File: src/rtl/maxmin_pkg.sv
// rtl/maxmin_pkg.sv - shared constants and types for the Maxmin feeder and Maxmin
// Contents: default DATA_W / BURST_LEN / FIFO_DEPTH, FSM state enum, num_t.
package maxmin_pkg;

  localparam int DEF_DATA_W     = 8;
  localparam int DEF_BURST_LEN  = 15;
  localparam int DEF_FIFO_DEPTH = 16;

  typedef enum logic [1:0] {
    IDLE = 2'd0,
    SEND = 2'd1,
    WAIT = 2'd2
  } state_e;

  typedef logic [DEF_DATA_W-1:0] num_t;

endpackage

File: src/rtl/maxmin_feeder_if.sv
// rtl/maxmin_feeder_if.sv - source stream and Maxmin-side signals of the feeder
// master: feeder side (takes src_num/src_valid/mm_done, drives src_ready/in_num/in_valid)
// slave : environment side (mirror of master)
interface maxmin_feeder_if
  import maxmin_pkg::*;
#(
  parameter int DATA_W = DEF_DATA_W
);

  logic [DATA_W-1:0] src_num;
  logic              src_valid;
  logic              src_ready;
  logic [DATA_W-1:0] in_num;
  logic              in_valid;
  logic              mm_done;

  modport master (
    input  src_num, src_valid, mm_done,
    output src_ready, in_num, in_valid
  );

  modport slave (
    output src_num, src_valid, mm_done,
    input  src_ready, in_num, in_valid
  );

endinterface

File: src/rtl/maxmin_feeder_num_fifo.sv
// rtl/maxmin_feeder_num_fifo.sv - synchronous FIFO buffering numbers for the feeder
// Ports: clk, rst (async active-high), push/push_data, pop/pop_data (head, combinational),
//        level (entries held, one extra bit so DEPTH is representable).
module num_fifo
  import maxmin_pkg::*;
#(
  parameter int DATA_W = DEF_DATA_W,
  parameter int DEPTH  = DEF_FIFO_DEPTH
) (
  input  logic                     clk,
  input  logic                     rst,
  input  logic                     push,
  input  logic [DATA_W-1:0]        push_data,
  input  logic                     pop,
  output logic [DATA_W-1:0]        pop_data,
  output logic [$clog2(DEPTH):0]   level
);

  localparam int PTR_W = $clog2(DEPTH);

  logic [DATA_W-1:0] mem [DEPTH];
  logic [PTR_W-1:0]  wr_ptr;
  logic [PTR_W-1:0]  rd_ptr;

  // Storage needs no reset: a cleared level makes stale entries unreachable.
  always_ff @(posedge clk) begin
    if (push) begin
      mem[wr_ptr] <= push_data;
    end
  end

  always_ff @(posedge clk or posedge rst) begin
    if (rst) begin
      wr_ptr <= '0;
      rd_ptr <= '0;
      level  <= '0;
    end else begin
      // Pointers are exactly log2(DEPTH) bits, so they wrap naturally.
      if (push) wr_ptr <= wr_ptr + 1'b1;
      if (pop)  rd_ptr <= rd_ptr + 1'b1;
      case ({push, pop})
        2'b10:   level <= level + 1'b1;
        2'b01:   level <= level - 1'b1;
        default: level <= level;
      endcase
    end
  end

  assign pop_data = mem[rd_ptr];

endmodule

File: src/rtl/maxmin_feeder.sv
// rtl/maxmin_feeder.sv - frames a free-running number stream into fixed bursts for Maxmin
// Ports: clk, rst (async active-high); bus (maxmin_feeder_if.master: src stream in,
//        in_num/in_valid burst out, mm_done from Maxmin); fifo_level, frames_sent (wraps),
//        proto_err (sticky, mm_done seen outside WAIT).
module maxmin_feeder
  import maxmin_pkg::*;
#(
  parameter int DATA_W     = DEF_DATA_W,
  parameter int BURST_LEN  = DEF_BURST_LEN,
  parameter int FIFO_DEPTH = DEF_FIFO_DEPTH
) (
  input  logic                         clk,
  input  logic                         rst,
  maxmin_feeder_if.master              bus,
  output logic [$clog2(FIFO_DEPTH):0]  fifo_level,
  output logic [7:0]                   frames_sent,
  output logic                         proto_err
);

  localparam int LVL_W = $clog2(FIFO_DEPTH) + 1;
  localparam int CNT_W = $clog2(BURST_LEN + 1);

  localparam logic [1:0] S_IDLE = IDLE;
  localparam logic [1:0] S_SEND = SEND;
  localparam logic [1:0] S_WAIT = WAIT;

  logic [1:0]        state;
  logic [CNT_W-1:0]  burst_cnt;
  logic [DATA_W-1:0] in_num_q;
  logic              in_valid_q;
  logic [DATA_W-1:0] head;
  logic              push;
  logic              pop;
  logic              start;
  logic              last_pop;

  assign bus.src_ready = (fifo_level != LVL_W'(FIFO_DEPTH));
  assign push          = bus.src_valid && bus.src_ready;

  // The first word is popped on the IDLE->SEND edge itself so that in_valid
  // rises in the cycle right after the level reaches BURST_LEN.
  assign start    = (state == S_IDLE) && (fifo_level >= LVL_W'(BURST_LEN));
  assign pop      = start || (state == S_SEND);
  assign last_pop = (state == S_SEND) && (burst_cnt == CNT_W'(BURST_LEN - 1));

  num_fifo #(
    .DATA_W (DATA_W),
    .DEPTH  (FIFO_DEPTH)
  ) u_fifo (
    .clk       (clk),
    .rst       (rst),
    .push      (push),
    .push_data (bus.src_num),
    .pop       (pop),
    .pop_data  (head),
    .level     (fifo_level)
  );

  // burst_cnt counts words already popped in the current burst.
  always_ff @(posedge clk or posedge rst) begin
    if (rst) begin
      state       <= S_IDLE;
      burst_cnt   <= '0;
      in_num_q    <= '0;
      in_valid_q  <= 1'b0;
      frames_sent <= '0;
      proto_err   <= 1'b0;
    end else begin
      in_valid_q <= pop;
      in_num_q   <= pop ? head : '0;

      if (bus.mm_done && (state != S_WAIT)) begin
        proto_err <= 1'b1;
      end

      case (state)
        S_IDLE: begin
          burst_cnt <= '0;
          if (start) begin
            burst_cnt <= CNT_W'(1);
            state     <= (BURST_LEN == 1) ? S_WAIT : S_SEND;
          end
        end
        S_SEND: begin
          burst_cnt <= burst_cnt + 1'b1;
          if (last_pop) begin
            state <= S_WAIT;
          end
        end
        S_WAIT: begin
          if (bus.mm_done) begin
            frames_sent <= frames_sent + 1'b1;
            state       <= S_IDLE;
          end
        end
        default: state <= S_IDLE;
      endcase
    end
  end

  assign bus.in_num   = in_num_q;
  assign bus.in_valid = in_valid_q;

endmodule
File: src/flat_wrapper.sv
// flat-port wrapper written by rule: the top's interface ports become plain ports
module maxmin_feeder_flat import maxmin_pkg::*;
#(
  parameter int DATA_W     = DEF_DATA_W,
  parameter int BURST_LEN  = DEF_BURST_LEN,
  parameter int FIFO_DEPTH = DEF_FIFO_DEPTH
)
  (clk, rst, fifo_level, frames_sent, proto_err, bus_src_num, bus_src_valid, bus_mm_done, bus_src_ready, bus_in_num, bus_in_valid);
  maxmin_feeder_if #(.DATA_W(DATA_W)) bus_i ();
  input  logic clk;
  input  logic rst;
  output logic [$clog2(FIFO_DEPTH):0] fifo_level;
  output logic [7:0] frames_sent;
  output logic proto_err;
  input wire logic [$bits(bus_i.src_num)-1:0] bus_src_num;
  input wire logic [$bits(bus_i.src_valid)-1:0] bus_src_valid;
  input wire logic [$bits(bus_i.mm_done)-1:0] bus_mm_done;
  output wire logic [$bits(bus_i.src_ready)-1:0] bus_src_ready;
  output wire logic [$bits(bus_i.in_num)-1:0] bus_in_num;
  output wire logic [$bits(bus_i.in_valid)-1:0] bus_in_valid;
  assign bus_i.src_num = bus_src_num;
  assign bus_i.src_valid = bus_src_valid;
  assign bus_i.mm_done = bus_mm_done;
  assign bus_src_ready = bus_i.src_ready;
  assign bus_in_num = bus_i.in_num;
  assign bus_in_valid = bus_i.in_valid;
  maxmin_feeder #(.DATA_W(DATA_W), .BURST_LEN(BURST_LEN), .FIFO_DEPTH(FIFO_DEPTH)) u_core (.clk(clk), .rst(rst), .bus(bus_i), .fifo_level(fifo_level), .frames_sent(frames_sent), .proto_err(proto_err));
endmodule
File: config.mk
export PLATFORM = sky130hd
export DESIGN_NAME = maxmin_feeder_flat
export DESIGN_NICKNAME = d
export VERILOG_FILES = /design/src/rtl/maxmin_pkg.sv /design/src/rtl/maxmin_feeder_if.sv /design/src/rtl/maxmin_feeder_num_fifo.sv /design/src/rtl/maxmin_feeder.sv /design/src/flat_wrapper.sv
export SDC_FILE = /design/constraint.sdc
export NUM_CORES = 1
export LEC_CHECK = 0
export ABC_AREA = 1
export CORE_MARGIN = 1
export CORE_UTILIZATION = 54
export CTS_CLUSTER_SIZE = 14
export DETAILED_ROUTE_END_ITERATION = 10
export HOLD_SLACK_MARGIN = 0.03
export PLACE_DENSITY = 0.75
export SYNTH_ARGS = -nofsm -noshare
export SYNTH_HDL_FRONTEND = slang
export SYNTH_HIERARCHICAL = 1
export SYNTH_SLANG_ARGS = --single-unit
export TNS_END_PERCENT = 20
File: constraint.sdc
create_clock -name clk -period 2.2 [get_ports clk]
set_input_delay 0.44 -clock clk [delete_from_list [all_inputs] [get_ports clk]]
set_output_delay 0.44 -clock clk [all_outputs]
set_load 0.01 [all_outputs]
# Yosys cells after proc, flatten, opt, wreduce, memory -nomap -nowiden
# Memory sizes are Yosys's and may differ from the RTL's.
# Cells that the tools add are included.
# Widths: inputs -> output; s select.
[word_totals] regBits=37 latchBits=0 ramBits=128 rom_bits=0 input_bits=12 elab_cells=47 n_memories=1
[mem_list] memory="u_core.u_fifo.mem" depth=16 width=8 read_ports=1 rd_ports_with_merged_regs=0 write_ports=1 line_no="maxmin_feeder_num_fifo.sv:21" rtl="logic [DATA_W-1:0] mem [DEPTH];"
[classes] add_sub_neg=6 n_mul=0 n_div=0 order_cmp=1 n_eq_ne=10 n_shift=0 mux=10 n_bitwise=0 n_reduce_logical=10
[ops] operator="$add 4x1->4 const B" count=3
[ops] operator="$pmux 5 s2" count=1
[ops] operator="$add 8x1->8 const B" count=1
[ops] operator="$mux 8" count=1
[ops] operator="$pmux 4 s2" count=1
[ops] operator="$mux 2" count=3
[ops] operator="$pmux 2 s3" count=1
[ops] operator="$add 5x1->5 const B" count=1
[ops] operator="$ge 5x4->1 const B" count=1
[ops] operator="$ne 5x5->1 const B" count=1
[ops] operator="$sub 5x1->5 const B" count=1
[ops] operator="$eq 2x1->1 const B" count=2
[ops] operator="$eq 2x2->1 const B" count=2
[ops] operator="$eq 4x4->1 const B" count=1
[ops] operator="$logic_and 1x1->1" count=4
[ops] operator="$ne 2x1->1 const B" count=2
[ops] operator="$ne 2x2->1 const B" count=2
[ops] operator="$reduce_bool 2->1" count=2
[ops] operator="$mux 1" count=3
[ops] operator="$reduce_and 3->1" count=1
[ops] operator="$logic_not 2->1" count=1
[ops] operator="$reduce_and 2->1" count=1
[ops] operator="$logic_or 1x1->1" count=1

# Longest topological paths before layout
[logic_depth] ltp_word=5 ltp_mapped=18

# Modules after synthesis
# Netlist, hierarchy kept.
[by_module_without_submodules] module="num_fifo" instances=1 cells_each=513 area_each_um2=5979.5 seq_area_each_um2=4169.0
[by_module_without_submodules] module="maxmin_feeder" instances=1 cells_each=115 area_each_um2=1177.4 seq_area_each_um2=600.6

# Worst setup path before layout
# No wires, ideal clock.
[synth_timing] path_type="reg2reg" startpoint="reg u_core.u_fifo.level[0]" endpoint="reg u_core.u_fifo.level[4]" setup_ns=0.117 arrival_ns=2.099 slack_ns=-0.017 stages_incl_launch_ff=18 n_path_buf=1 synth_period_minus_slack_ns=2.217 cell_sequence="dfrtp_1 > nand2_1 > nor2_1 > o21ai_1 > buf_6 > nand2_1 > ha_1 > nand2_1 > inv_2 > nor2_1 > ha_1 > inv_1 > nand2_1 > nand3_1 > nand2_1 > nand2_1 > nand3_1 > nand2_1"
[synth_via] elab_chain_cells=5
[synth_lines] item="start: declaration" line_no="maxmin_feeder_num_fifo.sv:16" rtl="output logic [$clog2(DEPTH):0] level"
[synth_lines] item="start signal: assignment" line_no="maxmin_feeder_num_fifo.sv:42" rtl="2'b10: level <= level + 1'b1;"
[synth_lines] item="start signal: assignment" line_no="maxmin_feeder_num_fifo.sv:43" rtl="2'b01: level <= level - 1'b1;"
[synth_lines] item="start signal: assignment" line_no="maxmin_feeder_num_fifo.sv:44" rtl="default: level <= level;"
[synth_lines] item="$ge 5x4->1 (*)" line_no="maxmin_feeder.sv:42" rtl="assign start = (state == S_IDLE) && (fifo_level >= LVL_W'(BURST_LEN));"
[synth_lines] item="$logic_and 1x1->1 (*)" line_no="maxmin_feeder.sv:42"
[synth_lines] item="$logic_or 1x1->1 (*)" line_no="maxmin_feeder.sv:43" rtl="assign pop = start || (state == S_SEND);"
[synth_lines] item="named net u_core.pop" line_no="maxmin_feeder.sv:33" rtl="logic pop;"
[synth_lines] item="$eq 2x1->1 or $eq 2x2->1 (tied branches)" line_no="maxmin_feeder_num_fifo.sv:41" rtl="case ({push, pop})"
[synth_lines] item="$pmux 5 s2 or $reduce_bool 2->1 (tied branches)"
# Mark *: on every way through the listed nets, which the timed path passes. The rest lies on a longest branch.
# A chain may end at the register's enable or synchronous reset.

# Final worst setup path
[layout_timing] startpoint="reg u_core.u_fifo.level[2]" endpoint="reg u_core.u_fifo.level[4]"
# The elaborated chain is that of the path after synthesis.

==> flow_summary_export.csv <==
group,metric,value,unit
layout,antennaDiodeCount,0,
setup_path,setup.worst_path.end_class,"flop",
routing,wl_per_cell,16.5,um
global_route,antenna_found_initial,0,
placed_design,io_buffer_count,35,
layout,fillCellCount,928,
global_route,busiest_layer,"met2",
logic_synthesis,syn_avg_cell_area,11.4,um^2
logic_synthesis,synth_fp_nets,652,
clock_network,tritoncts_num_sinks,165,
setup_path,critPathLaunchType,"flop",
global_route,globalRoute.totalOverflow,0,
floorplanning,design.die.area,13700,um^2
layout,finish.instance_area,8450,um^2
setup_path,rr_endpoint,"u_core/u_fifo/level[4]",
routing,remaining_drc_errors,0,
placed_design,dpl.cell_count,840,
logic_synthesis,synth_warnings,6,
timing,worst_pin_slew,626,ps
setup_path,critical_path.most_common_cell,"nand2_1",
clock_network,clockBufferDepth,2,
clock_network,worst_setup_hold_path_clk_slew,60,ps
global_route,grt.met1_usage,27.9,%
power_and_ir_drop,total_power,0.0113,W
run,cap_viol_max_count,0,
layout,proportion_of_layout_cells_with_a_drive_suffix_above_1,13.0,%
logic_synthesis,count_of_mapped_cells_out_of_synthesis,628,
global_route,grt.met3_usage,5.41,%
global_route,largest_net_degree_at_the_start_of_global_routing,57,
floorplanning,core-area,12800,um^2
logic_synthesis,synth_mux_area_share,0,%
clock_network,post_cts_resize_count,0,
logic_synthesis,simple_gate_portion_of_the_synthesized_area,16.0,%
clock_network,clk_latency,430,ps
worst_hold_path,min-delay-path-class,"input pin to async pin",
routing,drt-vias-per-instance,5.40,
routing,postRouteWirelength,14400,um
clock_network,cts_tree,"yes",
clock_network,postCtsSetupBuffers,0,
setup_path,crit_path_top_delay_cell,"dfrtp_2",
global_route,grt_usage,22.8,%
logic_synthesis,synth_top_family_by_area,"simple AND/OR/NAND/NOR gates",
setup_path,timing.critical_path.slowest_cell_delay,440,ps
timing,finalSetupViolCount,0,
timing,fmax,0.483,GHz
logic_synthesis,syn_area,7160,um^2
setup_path,critPathRequiredTime,2520,ps
layout,area_delta_synth_final,18.1,%
setup_path,critPathMaxFanout,6,
clock_network,cts_made_buffers,17,
global_route,vias_in_the_first_global_route,4443,
floorplanning,placement_rows,41,
timing,finalHoldViolCount,0,
setup_path,timing.setup.critical_path_class,"flop to flop",
power_and_ir_drop,pwrdens,1340,nW/um^2
logic_synthesis,synthAdderAreaFrac,2.10,%
logic_synthesis,compound_cell_area_share_of_the_yosys_netlist,7.94,%
floorplanning,ios,36,
logic_synthesis,synth-seq-area-share,66.6,%
setup_path,crit-reg2reg-launch,"u_core/u_fifo/level[2]",
setup_path,critical_path.cell_chain,"nand2_1 > nor2_1 > o21ai_1 > nand2_2 > ha_4 > nand2_1 > inv_2 > nor2_1 > ha_1 > inv_1 > nand2_1 > nand3_1 > nand2_1 > nand2_1 > nand3_1 > nand2_1",
timing,setup_slack,128,ps
logic_synthesis,synthXorXnorAreaFrac,1.59,%
timing,minimum_clock_period,2070,ps
power_and_ir_drop,ir_drop,0.932,mV
placed_design,place.gp.congestion,0.826,
clock_network,clock_tree.htree_level_count,4,
layout,final_cells,872,
setup_path,reg2reg_setup_slack,130,ps
floorplanning,chipHeight,117,um
layout,most_frequent_cells_in_the_layout,"edfxtp_1 (128), nor2_1 (106), nand2_1 (90)",
layout,final_nets,711,
clock_network,ctsRootBufferMaster,"clkbuf_16",
floorplanning,floorplan.die.width,117,um
timing,fin_worst_skew,8.82,ps
power_and_ir_drop,leakagePower,3.33,nW
logic_synthesis,yosys_register_bits,165,
global_route,grt_util_met2,38.3,%
layout,layout.cells.most_common,"edfxtp_1",
clock_network,ctsHoldBuffers,0,
timing,finalCritPeriodShare,94.2,%
timing,slew-limit-headroom,58.1,%
global_route,global_route_wire_length_before_repair,22400,um
placed_design,dp_hpwl,9540,um
placed_design,pre_cts_slack,-174,ps
routing,via_count,4710,
placed_design,total_placed_instance_area,7810,um^2
logic_synthesis,synth-main-ff-cell,"edfxtp_1",
setup_path,worstPathArrival,2390,ps
logic_synthesis,synthDistinctLibCells,31,
status,run_status,"finished clean",
routing,pre_antenna_drt_iters,5,
routing,dr.first_iter.drc_count,356,
setup_path,worst_r2r_path_depth,16,
floorplanning,start_util,56.0,%
logic_synthesis,synthArstFlopShare,22.4,%
layout,postLayoutCoreUtil,66.1,%
routing,drt.antenna.violating_nets,0,
logic_synthesis,edff_count_synth,128,
timing,final_report_max_slew_violation_count,0,
power breakdown:
| group | switching, W | internal, W |
|---|---|---|
| Sequential | 0.000348 | 0.00388 |
| Combinational | 0.00241 | 0.00161 |
| Clock | 0.00110 | 0.00198 |
| Total | 0.00386 | 0.00747 |
Yosys cell counts (3+ instances only):
| library cell | count | area [um^2] |
|---|---|---|
| o21ai_1 | 42 | 210 |
| xor2_1 | 11 | 96.3 |
| buf_4 | 3 | 22.5 |
| nand3_1 | 59 | 295 |
| o21ai_2 | 3 | 26.3 |
| nand2_1 | 91 | 342 |
| a21boi_2 | 7 | 78.8 |
| o211ai_1 | 20 | 150 |
| buf_6 | 9 | 101 |
| dfrtp_1 | 37 | 926 |
| buf_2 | 16 | 80.1 |
| nand4_1 | 4 | 25.0 |
| o21ai_0 | 7 | 35.0 |
| inv_2 | 6 | 22.5 |
| a21oi_1 | 4 | 20.0 |
| nor2_1 | 106 | 398 |
| inv_1 | 48 | 180 |
| ha_1 | 12 | 150 |
| edfxtp_1 | 128 | 3840 |
final cells by class:
cell class	count	area [um^2]	area share [%]
flip-flops and latches	165	4770	56.5
multi-input cells	380	1990	23.6
repair buffers	68	636	7.52
clock buffers	22	474	5.61
well taps	172	215	2.55
inverters	55	206	2.44
clock inverters	10	151	1.79
critical path: cells and delay by family, from the launching register on:
kind,cells,cell delay (ps)
adder cells (fa/ha/maj),2,360
AO/OA/AOI/OAI,1,170
AND/OR/NAND/NOR,11,920
flip-flops,1,440
buffers and inverters,2,80
cells by family after synthesis:
logic type,count (synthesis)
xor gates and xnor gates,13
and+or+nand+nor,267
DFF,165
buffers and inverters,83
AOI/OAI and AO/OA,88
adders and majority gates,12
per-stage QoR:
step,hold slack (ps),TNS [ps]
floorplan,317,0
global placement,442,-45.9
detailed placement,443,-245
CTS,187,0
global route,209,-8.19
finish,210,0
registers in the layout (all words and copies together) (netlist names):
signal / count
u_core/proto_err: 1
u_core/u_fifo/wr_ptr: 4
u_core/bus.in_num: 8
u_core/bus.in_valid: 1
u_core/state: 2
u_core/frames_sent: 8
u_core/u_fifo/level: 5
u_core/u_fifo/rd_ptr: 4
u_core/u_fifo/mem: 128
u_core/burst_cnt: 4
routing by layer:
| metal | wire [um] | part of all wire [%] |
|---|---|---|
| met1 | 6050 | 42 |
| met2 | 7240 | 50 |
| met3 | 813 | 5.6 |
| met4 | 323 | 2.2 |
| met5 | 0 | 0 |
worst max-delay path by stage:
stage                                      start                endpoint  slack, ps  cells past startpoint
final                     u_core/u_fifo/level[2]  u_core/u_fifo/level[4]        130                     16
after global routing      u_core/u_fifo/level[3]  u_core/u_fifo/level[4]         -8                     16
after CTS                 u_core/u_fifo/level[2]  u_core/u_fifo/level[4]         90                     16
after detailed placement           bus_src_valid  u_core/u_fifo/level[4]       -170                     16
after global placement             bus_src_valid  u_core/u_fifo/level[4]        -50                     16
after floorplan           u_core/u_fifo/level[0]  u_core/u_fifo/level[4]         60                     17
Power figures use the tool's default switching activity.
